==> src/rtl/id_iq.sv <==
// In-order issue queue with register scoreboard between decode lanes and the EX pipeline register.
// Up to IW uops enqueued and issued per cycle; issue stops at the first hazard.
module id_iq #(
    parameter int unsigned CONFIG_P_ISSUE_WIDTH = 1,
    parameter int unsigned CONFIG_P_IQ_DEPTH    = 3,
    parameter int unsigned CONFIG_UOP_W         = 64,
    parameter int unsigned CONFIG_NUM_WB        = 2,
    parameter int unsigned NCPU_REG_AW          = 5,
    localparam int unsigned IW  = 1 << CONFIG_P_ISSUE_WIDTH,
    localparam int unsigned UW  = CONFIG_UOP_W,
    localparam int unsigned AW  = NCPU_REG_AW,
    localparam int unsigned NWB = CONFIG_NUM_WB,
    localparam int unsigned PW  = CONFIG_P_IQ_DEPTH + 1
) (
    input  logic               clk,
    input  logic               rst,
    input  logic               flush,
    input  logic               stall,
    input  logic [IW-1:0]      enq_valid,
    input  logic [IW*UW-1:0]   enq_uop,
    input  logic [IW-1:0]      enq_rf_we,
    input  logic [IW-1:0]      enq_long,
    input  logic [IW-1:0]      enq_single,
    input  logic [IW-1:0]      enq_rs1_re,
    input  logic [IW-1:0]      enq_rs2_re,
    input  logic [IW*AW-1:0]   enq_rf_waddr,
    input  logic [IW*AW-1:0]   enq_rs1_addr,
    input  logic [IW*AW-1:0]   enq_rs2_addr,
    output logic               enq_ready,
    output logic [IW-1:0]      iss_valid,
    output logic [IW*UW-1:0]   iss_uop,
    output logic [IW-1:0]      iss_rf_we,
    output logic [IW*AW-1:0]   iss_rf_waddr,
    input  logic [NWB-1:0]     wb_valid,
    input  logic [NWB*AW-1:0]  wb_addr,
    output logic [PW-1:0]      iq_cnt
);

    localparam int unsigned D    = 1 << CONFIG_P_IQ_DEPTH;
    localparam int unsigned PI   = CONFIG_P_IQ_DEPTH;
    localparam int unsigned NREG = 1 << AW;

    typedef struct packed {
        logic [UW-1:0] uop;
        logic          rf_we;
        logic          lng;
        logic          single;
        logic          rs1_re;
        logic          rs2_re;
        logic [AW-1:0] waddr;
        logic [AW-1:0] rs1;
        logic [AW-1:0] rs2;
    } entry_t;

    entry_t          mem   [D];
    entry_t          enq_e [IW];
    entry_t          slot  [IW];

    logic [PW-1:0]   head;
    logic [PW-1:0]   tail;
    logic [PW-1:0]   cnt_next;
    logic [PW-1:0]   enq_n;
    logic [PW-1:0]   iss_n;
    logic            enq_fire;
    logic [IW-1:0]   issue_vec;
    logic [NREG-1:0] sb;
    logic [NREG-1:0] clr_vec;
    logic [NREG-1:0] set_vec;
    logic [NREG-1:0] sb_eff;

    // Unpack per-lane enqueue buses into entries
    always_comb begin
        for (int i = 0; i < IW; i++) begin
            enq_e[i].uop    = enq_uop[i*UW +: UW];
            enq_e[i].rf_we  = enq_rf_we[i];
            enq_e[i].lng    = enq_long[i];
            enq_e[i].single = enq_single[i];
            enq_e[i].rs1_re = enq_rs1_re[i];
            enq_e[i].rs2_re = enq_rs2_re[i];
            enq_e[i].waddr  = enq_rf_waddr[i*AW +: AW];
            enq_e[i].rs1    = enq_rs1_addr[i*AW +: AW];
            enq_e[i].rs2    = enq_rs2_addr[i*AW +: AW];
        end
    end

    always_comb begin
        enq_n = '0;
        for (int i = 0; i < IW; i++) begin
            enq_n = enq_n + PW'(enq_valid[i]);
        end
    end

    assign enq_fire = enq_ready & (|enq_valid) & ~flush;

    // Candidate window starting at head
    always_comb begin
        for (int k = 0; k < IW; k++) begin
            slot[k] = mem[head[PI-1:0] + PI'(k)];
        end
    end

    // Same-cycle writebacks bypass the scoreboard
    always_comb begin
        clr_vec = '0;
        for (int p = 0; p < NWB; p++) begin
            if (wb_valid[p]) begin
                clr_vec[wb_addr[p*AW +: AW]] = 1'b1;
            end
        end
    end

    assign sb_eff = sb & ~clr_vec;

    // Issue selection: in-order, cut at the first slot with a hazard
    always_comb begin
        logic go;
        logic haz;
        issue_vec = '0;
        set_vec   = '0;
        iss_n     = '0;
        go        = ~stall & ~flush;
        for (int k = 0; k < IW; k++) begin
            haz = 1'b0;
            for (int j = 0; j < IW; j++) begin
                if (j < k && slot[j].rf_we && slot[j].waddr != '0) begin
                    if (slot[k].rs1_re && slot[k].rs1 == slot[j].waddr) haz = 1'b1;
                    if (slot[k].rs2_re && slot[k].rs2 == slot[j].waddr) haz = 1'b1;
                    if (slot[k].rf_we && slot[k].waddr == slot[j].waddr) haz = 1'b1;
                end
            end
            if (slot[k].rs1_re && slot[k].rs1 != '0 && sb_eff[slot[k].rs1]) haz = 1'b1;
            if (slot[k].rs2_re && slot[k].rs2 != '0 && sb_eff[slot[k].rs2]) haz = 1'b1;
            if (slot[k].rf_we && slot[k].waddr != '0 && sb_eff[slot[k].waddr]) haz = 1'b1;
            if (k > 0 && slot[k].single) haz = 1'b1;
            go = go & (PW'(k) < iq_cnt) & ~haz;
            issue_vec[k] = go;
            if (go) begin
                iss_n = iss_n + PW'(1);
                if (slot[k].rf_we && slot[k].lng && slot[k].waddr != '0) begin
                    set_vec[slot[k].waddr] = 1'b1;
                end
            end
        end
    end

    always_comb begin
        if (flush) begin
            cnt_next = '0;
        end else begin
            cnt_next = iq_cnt + (enq_fire ? enq_n : PW'(0)) - iss_n;
        end
    end

    // Entry storage; payload needs no reset
    always_ff @(posedge clk) begin
        for (int i = 0; i < IW; i++) begin
            if (enq_fire && enq_valid[i]) begin
                mem[tail[PI-1:0] + PI'(i)] <= enq_e[i];
            end
        end
    end

    // Pointers, occupancy, scoreboard and issue registers
    always_ff @(posedge clk) begin
        if (!rst) begin
            head         <= '0;
            tail         <= '0;
            iq_cnt       <= '0;
            sb           <= '0;
            enq_ready    <= 1'b1;
            iss_valid    <= '0;
            iss_uop      <= '0;
            iss_rf_we    <= '0;
            iss_rf_waddr <= '0;
        end else begin
            sb        <= sb_eff | set_vec;
            iq_cnt    <= cnt_next;
            enq_ready <= (PW'(D) - cnt_next) >= PW'(IW);
            if (flush) begin
                head      <= '0;
                tail      <= '0;
                iss_valid <= '0;
            end else begin
                head <= head + iss_n;
                if (enq_fire) begin
                    tail <= tail + enq_n;
                end
                if (!stall) begin
                    iss_valid <= issue_vec;
                    for (int k = 0; k < IW; k++) begin
                        iss_uop[k*UW +: UW]      <= slot[k].uop;
                        iss_rf_we[k]             <= issue_vec[k] & slot[k].rf_we;
                        iss_rf_waddr[k*AW +: AW] <= slot[k].waddr;
                    end
                end
            end
        end
    end

endmodule

==> config.mk <==
export PLATFORM = sky130hd
export DESIGN_NAME = id_iq
export DESIGN_NICKNAME = d
export VERILOG_FILES = /design/src/rtl/id_iq.sv
export SDC_FILE = /design/constraint.sdc
export NUM_CORES = 2
export LEC_CHECK = 0
export BUFFER_PORTS_ARGS = -buffer_cell sky130_fd_sc_hd__buf_2
export CORE_ASPECT_RATIO = 1.5
export CORE_UTILIZATION = 55
export CTS_BUF_LIST = sky130_fd_sc_hd__clkbuf_8 sky130_fd_sc_hd__clkbuf_16
export CTS_CLUSTER_DIAMETER = 100
export CTS_CLUSTER_SIZE = 40
export DETAILED_ROUTE_END_ITERATION = 10
export GPL_TIMING_DRIVEN = 0
export PLACE_DENSITY = 0.73
export SLEW_MARGIN = 20
export SYNTH_ARGS = -nofsm -noshare
export SYNTH_HDL_FRONTEND = slang
export SYNTH_SLANG_ARGS = --single-unit
==> constraint.sdc <==
create_clock -name clk -period 27.4 [get_ports clk]
set_input_delay 5.48 -clock clk [delete_from_list [all_inputs] [get_ports clk]]
set_output_delay 5.48 -clock clk [all_outputs]
set_load 0.01 [all_outputs]
; ---- After elaboration in Yosys (flattened, before gate mapping)
; Memory sizes are Yosys's and may differ from the RTL's. A register that Yosys moved wholly into a read port is not among the register bits.
; Cells that the tools add are included.
[word_totals]
register_bits = 187
latchBits = 0
ramBits = 672
rom_bits = 0
output_inout_bits = 147
mem_count = 1
[op_classes]
add_sub_neg = 9
n_mul = 0
div_mod_pow = 0
order_cmp = 15
n_eq_ne = 3
shift = 0
mux = 46
bitwise_logic = 19
reduce_logical = 34
[memory_table]
columns = memory, words, width, read_ports, rd_ports_with_merged_regs, write_ports, line_no
row1 = mem, 8, 84, 2, 1, 2, 55  ; entry_t mem [D];
[op_table]
columns = operator, count
row1 = $mux W32, 6
row2 = $or A32 B32 Y32, 3
row3 = $lt A5 B6 Y1 const B, 8
row4 = $and A32 B32 Y32, 1
row5 = $not A32 Y32, 1
row6 = $bmux W1 S5, 6
row7 = $reduce_bool A5 Y1, 6
row8 = $mux W1, 26
row9 = $logic_and A1 B1 Y1, 25
row10 = $demux W1 S5, 4
row11 = $ge A5 B1 Y1 const B, 4
row12 = $eq A5 B5 Y1, 3
row13 = $and A1 B1 Y1, 9
row14 = $add A4 B2 Y4, 2
row15 = $lt A1 B4 Y1 const A, 2
row16 = $mux W4, 2
row17 = $add A3 B1 Y3 const B, 2
row18 = $not A1 Y1, 5
row19 = $add A4 B1 Y4 const B, 1
row20 = $add A4 B4 Y4, 1
row21 = $ge A4 B2 Y1 const B, 1
row22 = $reduce_or A2 Y1, 2
row23 = $sub A4 B4 Y4, 1
row24 = $sub A4 B4 Y4 const A, 1
row25 = other kinds (4), 4

; ---- Logic depth before layout (Yosys ltp)
[depth]
ltp_word = 24
mapped_depth = 27
mapped_depth_nobuf = 23

; ---- Worst setup path before layout
; Ideal clock, no wire load.
[synth_timing]
path_type = in2reg
from = input port enq_valid[0]
to = memory mem[0][0] in the netlist's numbering (enable)
setup_ps = 651
t_arrival_ps = 12590
t_required_ps = 26749
slack_ps = 14159
path_stages = 6
path_buffers = 0
path_cell_list = inv_1 -> ha_1 -> nor2b_1 -> nor2b_1 -> nand3b_1 -> o31ai_1
[synth_lines]
columns = element, line_no
row1 = from (decl), 19  ; input logic [IW-1:0] enq_valid,
row2 = to (decl), 55

; ---- Worst setup path after layout
[layout_timing]
from = input port wb_addr[1]
to = register enq_ready
[layout_between]
elab_chain_cells = 24
[layout_lines]
columns = element, line_no
row1 = from (decl), 35  ; input logic [NWB*AW-1:0] wb_addr,
row2 = $lt A5 B6 Y1 (not written as such) / $ge A5 B1 Y1 (equally long branches), 107  ; clr_vec[wb_addr[p*AW +: AW]] = 1'b1;
row3 = $logic_and A1 B1 Y1 (not written as such), 107
row4 = $mux W1 (not written as such), 107
row5 = $demux W1 S5 *, 107
row6 = $mux W32 *, 106  ; if (wb_valid[p]) begin
row7 = $or A32 B32 Y32 (no source line), -
row8 = $mux W32 *, 106
row9 = $not A32 Y32 *, 112  ; assign sb_eff = sb & ~clr_vec;
row10 = [10 not listed], -
row11 = $and A1 B1 Y1 *, 135  ; go = go & (PW'(k) < iq_cnt) & ~haz;
row12 = net issue_vec[1], 65  ; logic [IW-1:0] issue_vec;
row13 = $mux W4 *, 137  ; if (go) begin
row14 = $sub A4 B4 Y4 *, 150  ; cnt_next = iq_cnt + (enq_fire ? enq_n : PW'(0)) - iss_n;
row15 = $mux W4 *, 147  ; if (flush) begin
row16 = net cnt_next[1], 61  ; logic [PW-1:0] cnt_next;
row17 = $sub A4 B4 Y4 *, 178  ; enq_ready <= (PW'(D) - cnt_next) >= PW'(IW);
row18 = $ge A4 B2 Y1 *, 178
row19 = to (signal assigned), 178
row20 = to (decl), 29  ; output logic enq_ready,
; Mark *: on every way through the listed nets, which the timed path passes. The rest lies on a longest branch. The select of a mux whose other input is x is not followed.
; A chain may end at the register's enable or synchronous reset.

==> flow_metrics.env <==
export IMPL_status="completed"
export IMPL_crit_type="primary input to flip-flop"
export IMPL_synthFlopType="edfxtp_1"
export IMPL_ys_types=72
export IMPL_instances_no_fill=4895
export IMPL_endpoint_kind="flip-flop"
export IMPL_io_buffers=332
export IMPL_gp_congestion=1.069
export IMPL_insertion_delay_ps=690
export IMPL_synthesis_area_sq_um=47300
export IMPL_io_pins=333
export IMPL_rsz0062_at_grt="false"
export IMPL_hold_ws_ps=463.3
export IMPL_ant_nets=0
export IMPL_path_clk_slew_ps=150
export IMPL_tightest_slew_ps=1272
export IMPL_rr_worst_depth=24
export IMPL_p_leak_nw=17.63
export IMPL_setup_viol=0
export IMPL_r2r_start="head[0]"
export IMPL_r2r_end="enq_ready"
export IMPL_via_per_inst=7.014
export IMPL_fin_setup_tns_ps=0
export IMPL_rows=131
export IMPL_overflow=0
export IMPL_synthTopCellsByArea="edfxtp_1 (43%), mux2_2 (16%), mux4_2 (16%), dfxtp_1 (7.8%), nand2_1 (2.4%)"
export IMPL_synth_fp_nets=3504
export IMPL_drt_first_pass_iters=5
export IMPL_fin_skew_ps=67.18
export IMPL_grt_pass1_wl_um=238600
export IMPL_dp_hpwl_um=120500
export IMPL_startpoint="wb_addr[1]"
export IMPL_crit_end="enq_ready"
export IMPL_required_ps=27990
export IMPL_initial_utilization_pct=55.60
export IMPL_cts_tree="built"
export IMPL_grt_usage_pct=38.72
export IMPL_critPathMaxFanout=10
export IMPL_yosys_warnings=0
export IMPL_cts_buffers=27
export IMPL_ys_seq_area_share_pct=50.49
export IMPL_cp_arrival_ps=12370
export IMPL_routed_wirelength_um=169800
export IMPL_grt_pass1_vias=34160
export IMPL_min_period_ps=11780
export IMPL_p_per_area_nw_per_um2=47.18
export IMPL_dieArea_sq_um=87200
export IMPL_cts_setup_buffers=0
export IMPL_cts_sinks=857
export IMPL_startpoint_type="primary input"
export IMPL_first_iter_violations=4241
export IMPL_synth_avg_cell_area_sq_um=14.33
export IMPL_power_mw=2.486
export IMPL_antenna_found_initial=41
export IMPL_synth_top_area_share_pct=42.66
export IMPL_areaGrowthSynthToFinish_pct=11.40
export IMPL_ir_drop_uv=57.92
export IMPL_synth_common_cells="mux2_2 (692), edfxtp_1 (672), mux4_2 (330)"
export IMPL_die_w_um=241.4
export IMPL_cts_buffer_depth=3
export IMPL_max_freq_mhz=84.89
export IMPL_slew_violations=0
export IMPL_drc=0
export IMPL_finalCritPeriodShare_pct=42.99
export IMPL_yosysMostFrequentCell="mux2_2"
export IMPL_ctsHoldBuffers=0
export IMPL_cap_viol_max_count=0
export IMPL_layout_nets=3916
export IMPL_grt_max_degree=42
export IMPL_holdCritPathClass="flip-flop to flip-flop"
export IMPL_yosys_area_top_type="edfxtp_1"
export IMPL_htree_levels=1
export IMPL_regToRegSetupSlack_ps=19390
export IMPL_routed_via_count=34330
export IMPL_syn_inst=3300
export IMPL_slew_limit_headroom_pct=15.18
export IMPL_drive_gt1_share_pct=42.10
export IMPL_cts_repair_resized=0
export IMPL_cts_root_buf="clkbuf_16"
export IMPL_coreArea_sq_um=85070
export IMPL_post_drt_wl_per_cell_um=34.69
export IMPL_timing_final_hold_violations=0
export IMPL_synth_async_reset_ratio_pct=0
export IMPL_fillCellCount=6582
export IMPL_synth_edf_count=672
export IMPL_dp_cells=4812
export IMPL_fp_dieH_um=361.2
export IMPL_ys_seq_elements=857
## worst max-delay path: stages
cell	delay, ps
buf_2	110
or3b_2	450
clkbuf_1	270
o221ai_1	910
mux4_2	430
mux2i_1	100
o211ai_1	550
nand4_1	390
a211oi_2	630
nand3_2	410
inv_1	140
ha_1	380
ha_1	350
inv_1	40
ha_1	200
fa_1	560
inv_1	60
nor2_1	140
inv_1	60
ha_1	190
xnor2_1	120
nor4b_1	310
nand2_1	80
## registers in the layout, indices dropped and copies added, names as in the netlist
name          count
head              3
iss_uop         128
iq_cnt            4
tail              3
iss_valid         2
iss_rf_we         2
sb               32
iss_rf_waddr     10
mem             672
enq_ready         1
## layer usage
layer | vias up | global-route usage, % | routed length [um]
li1 | 14040 | - | -
met1 | 17240 | 44.70 | 55190
met2 | 2353 | 62.96 | 81410
met3 | 676 | 8.896 | 18720
met4 | 32 | 28.11 | 14280
met5 | - | 0 | 195
## final cells by class
| class | count | area, sq um | share of cell area, % |
|---|---|---|---|
| tap | 1130 | 1414 | 2.683 |
| inverter | 26 | 97.59 | 0.1852 |
| sequential | 857 | 23880 | 45.32 |
| timing repair buffer | 383 | 2841 | 5.392 |
| antenna | 33 | 82.58 | 0.1567 |
| clock buffer | 28 | 700.7 | 1.330 |
| multi-input combinational | 2158 | 22440 | 42.59 |
| buffer | 259 | 1079 | 2.047 |
| clock inverter | 21 | 156.4 | 0.2968 |
## worst min path at each step
stage                     slack (ps)  cells after the start          from      endpoint
after floorplan                  470                      2         sb[0]         sb[0]
after global placement           450                      2  iss_valid[1]  iss_valid[1]
after detailed placement         440                      2  iss_valid[1]  iss_valid[1]
after CTS                        460                      2  iss_valid[1]  iss_valid[1]
after global routing             490                      2  iss_valid[1]  iss_valid[1]
final                            460                      2  iss_valid[1]  iss_valid[1]
## per-stage QoR
step / worst slack [ps] / util, % / cell area (sq um)
after floorplan: 14160 / - / 47300
final: 15620 / 61.94 / 52690
after global placement: 5639 / 59.22 / 50380
after global routing: 15460 / 61.89 / 52650
after CTS: 16030 / 61.79 / 52560
after detailed placement: 15330 / 60.78 / 51700
## kinds of logic (layout without fill, tap and decap cells)
group	Yosys count	in the layout	synth area share, %
AOI/OAI and AO/OA	310	310	5.304
xor gates and xnor gates	25	25	0.4947
adders and majority gates	18	18	0.5396
buffers and inverters	285	717	2.420
DFF	857	857	50.49
muxes	1137	1137	34.66
other	0	33	0
and+or+nand+nor	668	668	6.089
## layout by cell type, fill, tap and decap left out, types with 40 or more instances in the layout
master | Yosys | final
buf_2 | 51 | 385
nand3_1 | 40 | 40
edfxtp_1 | 672 | 672
mux2i_1 | 112 | 110
dfxtp_1 | 185 | 185
clkbuf_1 | 182 | 163
nor2_1 | 213 | 213
nand2_1 | 306 | 306
mux2_2 | 692 | 692
a311oi_1 | 128 | 128
mux4_2 | 330 | 330
## power by group
part	internal, mW	switching (mW)
Sequential	1.45	0.0297
Clock	0.196	0.416
Combinational	0.166	0.224
Total	1.82	0.670
(Power assumes the default switching activity.)
